File: src/rtl/rfile_pkg.sv
// Shared constants for the register file / scoreboard and the decode and
// hazard logic that sits around it.
package rfile_pkg;

  localparam int XLEN_DEF  = 32;
  localparam int NREGS_DEF = 32;
  localparam int NREAD_DEF = 2;

  // Architectural zero register: reads 0, ignores writes, never busy.
  localparam int X0_ADDR = 0;

endpackage : rfile_pkg

File: src/rtl/rfile_rdport.sv
// One registered read port: captures register data and busy state, with
// write-through bypass and same-cycle release applied to the captured value.
module rfile_rdport
  import rfile_pkg::*;
#(
  parameter int XLEN = XLEN_DEF,
  parameter int AW   = 5
) (
  input  logic            clk,
  input  logic            reset,
  input  logic            read_en,
  input  logic [AW-1:0]   addr,
  input  logic [XLEN-1:0] reg_word,
  input  logic            reg_busy,
  input  logic [AW-1:0]   rd,
  input  logic [XLEN-1:0] rd_data,
  input  logic            rd_write,
  output logic [XLEN-1:0] data,
  output logic            busy
);

  logic write_hit;

  // A write to the register being read this cycle overrides the stored word
  // and releases its busy bit; x0 is never a hit because its writes are dropped.
  assign write_hit = rd_write && (rd == addr) && (addr != AW'(X0_ADDR));

  // Capture on read_en, otherwise hold; reset clears both outputs.
  always_ff @(posedge clk) begin
    if (reset) begin
      data <= '0;
      busy <= 1'b0;
    end else if (read_en) begin
      data <= write_hit ? rd_data : reg_word;
      // A same-cycle reserve is deliberately not visible here: reg_busy is the
      // current scoreboard state, not its next value.
      busy <= reg_busy && !write_hit;
    end
  end

endmodule : rfile_rdport

File: src/rtl/rfile_sb.sv
// Multi-port register file with a per-register busy scoreboard. Reads are
// registered; writes release a reservation, reserves mark a pending write.
module rfile_sb
  import rfile_pkg::*;
#(
  parameter  int XLEN  = XLEN_DEF,
  parameter  int NREGS = NREGS_DEF,
  parameter  int NREAD = NREAD_DEF,
  localparam int AW    = $clog2(NREGS)
) (
  input  logic                  clk,
  input  logic                  reset,
  input  logic [NREAD*AW-1:0]   rs_addr,
  input  logic [NREAD-1:0]      read_en,
  output logic [NREAD*XLEN-1:0] rs_data,
  output logic [NREAD-1:0]      rs_busy,
  input  logic [AW-1:0]         rd,
  input  logic [XLEN-1:0]       rd_data,
  input  logic                  rd_write,
  input  logic [AW-1:0]         rsv_addr,
  input  logic                  rsv_valid,
  output logic [NREGS-1:0]      busy_vec
);

  logic [XLEN-1:0]  regs [NREGS];
  logic [NREGS-1:0] busy_q;
  logic [NREGS-1:0] busy_next;

  // Scoreboard next state: release first, then reserve, so a same-cycle
  // reserve of the released address wins.
  always_comb begin
    // NOTE: every always_comb output gets a full default before any
    // conditional update; a missing default path infers a latch.
    busy_next = busy_q;
    if (rd_write) begin
      busy_next[rd] = 1'b0;
    end
    if (rsv_valid) begin
      busy_next[rsv_addr] = 1'b1;
    end
    busy_next[X0_ADDR] = 1'b0;
  end

  // Register array and scoreboard state; reset takes priority over any
  // write or reserve presented in the same cycle.
  always_ff @(posedge clk) begin
    // NOTE: state updates use non-blocking assignments so every flop samples
    // the pre-edge values regardless of statement order.
    if (reset) begin
      // NOTE: the storage is a flop array rather than a RAM, so it can (and
      // must) be cleared by reset; a RAM macro would have no reset.
      for (int r = 0; r < NREGS; r++) begin
        regs[r] <= '0;
      end
      busy_q <= '0;
    end else begin
      if (rd_write && (rd != AW'(X0_ADDR))) begin
        regs[rd] <= rd_data;
      end
      busy_q <= busy_next;
    end
  end

  assign busy_vec = busy_q;

  for (genvar i = 0; i < NREAD; i++) begin : g_rdport
    logic [AW-1:0]   port_addr;
    logic [XLEN-1:0] port_word;
    logic            port_busy;

    assign port_addr = rs_addr[i*AW +: AW];
    assign port_word = regs[port_addr];
    assign port_busy = busy_q[port_addr];

    rfile_rdport #(
      .XLEN (XLEN),
      .AW   (AW)
    ) u_rdport (
      .clk      (clk),
      .reset    (reset),
      .read_en  (read_en[i]),
      .addr     (port_addr),
      .reg_word (port_word),
      .reg_busy (port_busy),
      .rd       (rd),
      .rd_data  (rd_data),
      .rd_write (rd_write),
      .data     (rs_data[i*XLEN +: XLEN]),
      .busy     (rs_busy[i])
    );
  end

endmodule : rfile_sb
File: config.mk
export PLATFORM = sky130hd
export DESIGN_NAME = rfile_sb
export DESIGN_NICKNAME = d
export VERILOG_FILES = /design/src/rtl/rfile_pkg.sv /design/src/rtl/rfile_rdport.sv /design/src/rtl/rfile_sb.sv
export SDC_FILE = /design/constraint.sdc
export NUM_CORES = 2
export LEC_CHECK = 0
export CAP_MARGIN = 40
export CORE_AREA = 2 2 415 417
export CTS_CLUSTER_DIAMETER = 200
export DETAILED_ROUTE_END_ITERATION = 12
export DIE_AREA = 0 0 417 419
export GPL_ROUTABILITY_DRIVEN = 1
export GPL_TIMING_DRIVEN = 0
export PLACE_DENSITY = 0.55
export SKIP_LAST_GASP = 1
export SLEW_MARGIN = 0
export SYNTH_ARGS = -nofsm -noshare
export SYNTH_HDL_FRONTEND = slang
export SYNTH_HIERARCHICAL = 1
export SYNTH_SLANG_ARGS = --single-unit
File: constraint.sdc
create_clock -name clk -period 3.8 [get_ports clk]
set_input_delay 0.76 -clock clk [delete_from_list [all_inputs] [get_ports clk]]
set_output_delay 0.76 -clock clk [all_outputs]
set_load 0.05 [all_outputs]
==> impl_metrics.py <==
metrics = {
    "detailed_routing": {
        "viasPerCell": 5.77,
        "drtPass1Iterations": 6,
        "drt_iter0_markers": 5053,
        "post_drt_wl_per_cell_um": 32.2,
        "via_count": 38700,
        "drt_wl_total_um": 216000,
        "antenna_left": 0,
        "drc": 0,
    },
    "place": {
        "place_ws_ns": -1.12,
        "hpwlAfterDp_um": 166000,
        "portBuffers": 152,
        "placed_cells": 6463,
        "placed_area_mm2": 0.0646,
        "routabilityCongestion": 1.00,
    },
    "cells_and_area": {
        "nets": 4414,
        "syn2layout_area_growth_pct": 15.9,
        "design_area_mm2": 0.0686,
        "final_cell_count_no_fill": 6700,
        "final_util_pct": 40.2,
        "layout-drive-gt1-share_pct": 23.2,
    },
    "critical_path": {
        "arrival_ns": 4.58,
        "slowest_delay_ns": 0.79,
        "cp.required_ns": 4.44,
        "path_class": "input pin to flip-flop",
        "cpMostUsedCell": "clkbuf_1",
        "end_kind": "flip-flop",
        "crit_fanout": 10,
        "crit_path_start_kind": "input pin",
        "crit_path_cell_trace": "clkdlybuf4s50_1, or3_1, clkbuf_1, clkbuf_1, o22ai_1, nor4_1, nor2b_1, a2111oi_4",
        "slowest_stage": "clkdlybuf4s50_1",
    },
    "sta": {
        "fin_worst_skew_ns": 0.0379,
        "worst_slew_pin_slew_ns": 0.996,
        "post-route-period-util_pct": 104,
        "setup_viol": 3,
        "max_freq_mhz": 254,
        "finalMaxSlewViolations": 0,
        "rsz0062_at_grt": "false",
        "worst_slack_ns": -0.139,
        "slew_headroom_pct": 33.6,
        "final-hold-violation-count": 0,
        "fin_crit_ns": 3.94,
    },
    "cts": {
        "clkSinkCount": 1121,
        "cts_buffers": 119,
        "htree_levels": 3,
        "cts_tree": "built",
        "clk_path_buf_depth": 3,
        "path_clk_slew_ns": 0.05,
        "clock-root-buffer": "clkbuf_16",
        "insertion_delay_ns": 0.77,
    },
    "yosys": {
        "synthMuxAreaShare_pct": 20.0,
        "synth_seq_area_share_pct": 55.2,
        "yosys_register_bits": 1121,
        "ys_async_sr_fraction_pct": 0,
        "synth_compound_area_share_pct": 5.52,
        "yosysTopAreaCell": "edfxtp_1",
        "yosysTopAreaCellShare_pct": 51.9,
        "synthAdderAreaFrac_pct": 0,
        "synth-simple-area-share_pct": 15.4,
        "synthTopCellsByCount": "edfxtp_1, and2_1, mux4_2, clkbuf_1, o22ai_1",
        "synth_edf_count": 1024,
        "netlist_area_mm2": 0.0592,
        "synth_warnings": 6,
        "ys.flop_type": "edfxtp_1",
        "synthCells": 3991,
        "syn_area_per_cell_um2": 14.8,
        "synth_xor_area_share_pct": 0.118,
        "netlist_top_cells_area": "edfxtp_1, mux4_2, and2_1",
        "ys_types": 58,
        "synth_top_family_by_area": "multiplexers",
        "synth_most_common_cell": "edfxtp_1",
    },
    "die": {
        "io_pins": 156,
        "core_area_mm2": 0.171,
        "fp.dieH_um": 419,
        "die_area_mm2": 0.175,
        "initial_core_util_pct": 34.7,
        "die_w_um": 417,
        "rows": 152,
    },
    "hold_path": {
        "hp-class": "flip-flop to flip-flop",
    },
    "grt": {
        "grt_pass1_wl_um": 297000,
        "grt_pass1_vias": 38300,
        "grt_max_degree": 33,
        "grt_overflow_total": 0,
        "antenna_found_initial": 9,
        "track_usage_pct": 24.5,
    },
    "job": {
        "maxCapViolCount": 0,
    },
    "power": {
        "p_per_area_mw_per_mm2": 445,
        "p_leak_nw": 22.6,
        "ir_drop_v": 0.000397,
    },
    "run_status": {
        "status": "finished, violations left",
        "violations": "negative setup slack",
    },
}
[cell usage in the layout (no fill, tap or decap), types with 6 or more instances in the layout]
cell             netlist  layout
edfxtp_1            1024    1024
and2_1               994     994
mux4_2               518     518
clkbuf_1             273     284
o22ai_1              256     256
clkdlybuf4s50_1        0     152
clkbuf_16              0     123
nor4_1               128     116
nor2_1               102     102
dfxtp_1               97      97
nor2b_1               72      72
buf_2                 60      63
buf_6                 44      51
nand2_1               41      41
buf_4                 30      38
a2111oi_2             38      38
or2b_1                36      36
nand2b_1              37      33
conb_1                 1      33
a21oi_1               30      30
or2_2                 29      29
o21ai_0               28      28
clkinv_1               0      28
clkinv_2               0      27
buf_12                 0      23
a2111oi_4             22      22
clkbuf_2               6      13
nand3b_1              12      12
nor4_2                 0      12
nand3_1               10      10
mux2i_1               10      10
bufinv_16              0      10
diode_2                0       9
xnor2_1                8       8
mux2_2                 7       7
buf_16                 0       7
nand4_1                6       6
dlygate4sd1_1          6       6
buf_8                  0       6
[metal layers]
metal | part of all wire, % | up-vias | GRT usage, % | wire length, µm
met5 | 0 | - | 0 | 0
met4 | 6.3 | 0 | 13.8 | 13700
met3 | 9.1 | 337 | 5.08 | 19700
met2 | 45 | 2003 | 37.5 | 97200
met1 | 40 | 20100 | 32.4 | 85200
li1 | - | 16200 | - | -
[where the power goes]
part / internal [mW] / switching [mW] / total [mW] / leakage [nW]
Clock: 6.67 / 5.19 / 11.9 / 1.92
Combinational: 1.65 / 2.53 / 4.17 / 10.1
Sequential: 14.1 / 0.363 / 14.5 / 10.6
[flip-flops by register name, summed over array words and instances, names as in the netlist]
name / flops
regs: 1024
g_rdport.u_rdport/data: 64
busy_vec: 31
g_rdport.u_rdport/busy: 2
[per-stage QoR]
| stage | power [mW] | setup TNS [ns] | hold slack, ns |
|---|---|---|---|
| floorplan | 17.1 | 0 | 0.695 |
| global placement | 18.7 | -1574.07 | 0.473 |
| detailed placement | 18.8 | -213.67 | 0.486 |
| CTS | 30.6 | 0 | 0.496 |
| global route | 31.3 | 0 | 0.529 |
| finish | 30.5 | -0.273 | 0.490 |
[kinds of logic after synthesis]
kind of cell              after synthesis
DFF                                  1121
and+or+nand+nor                      1498
other                                   1
xor gates and xnor gates                8
muxes                                 536
buffers and inverters                 431
AOI/OAI and AO/OA                     396
[what timing repair did]
| action | 4_1_cts | 5_1_grt |
|---|---|---|
| gates resized for setup | 5 | 10 |
| hold buffers | 0 | 0 |
| endpoints found under the setup margin | 8 | 6 |
| setup buffers | 4 | 0 |
[area by class of cell]
type | count | area, µm²
multi-input cells | 2471 | 24500
clock inverters | 78 | 683
flip-flops and latches | 1121 | 32700
well taps | 2233 | 2790
clock buffers | 145 | 3210
inverters | 2 | 7.51
fillers | 15700 | 102000
repair buffers | 212 | 2480
diodes | 9 | 22.5
plain buffers | 429 | 2210
[worst paths after layout]
kind                                   from                       endpoint  slack (ns)  cells after the start
hold reg to reg   g_rdport[0].u_rdport/busy      g_rdport[0].u_rdport/busy        0.49                      2
hold / removal    g_rdport[0].u_rdport/busy      g_rdport[0].u_rdport/busy        0.49                      2
setup / recovery                 rs_addr[0]  g_rdport[0].u_rdport/data[19]       -0.14                      8
setup reg to reg                regs[23][7]   g_rdport[1].u_rdport/data[7]        1.36                      5
[critical path, delay by kind of cell]
kind                   cells  cell delay, ns
buffers and inverters      3            1.90
AO/OA/AOI/OAI              2            0.67
AND/OR/NAND/NOR            3            1.22
(Power assumes the default switching activity.)
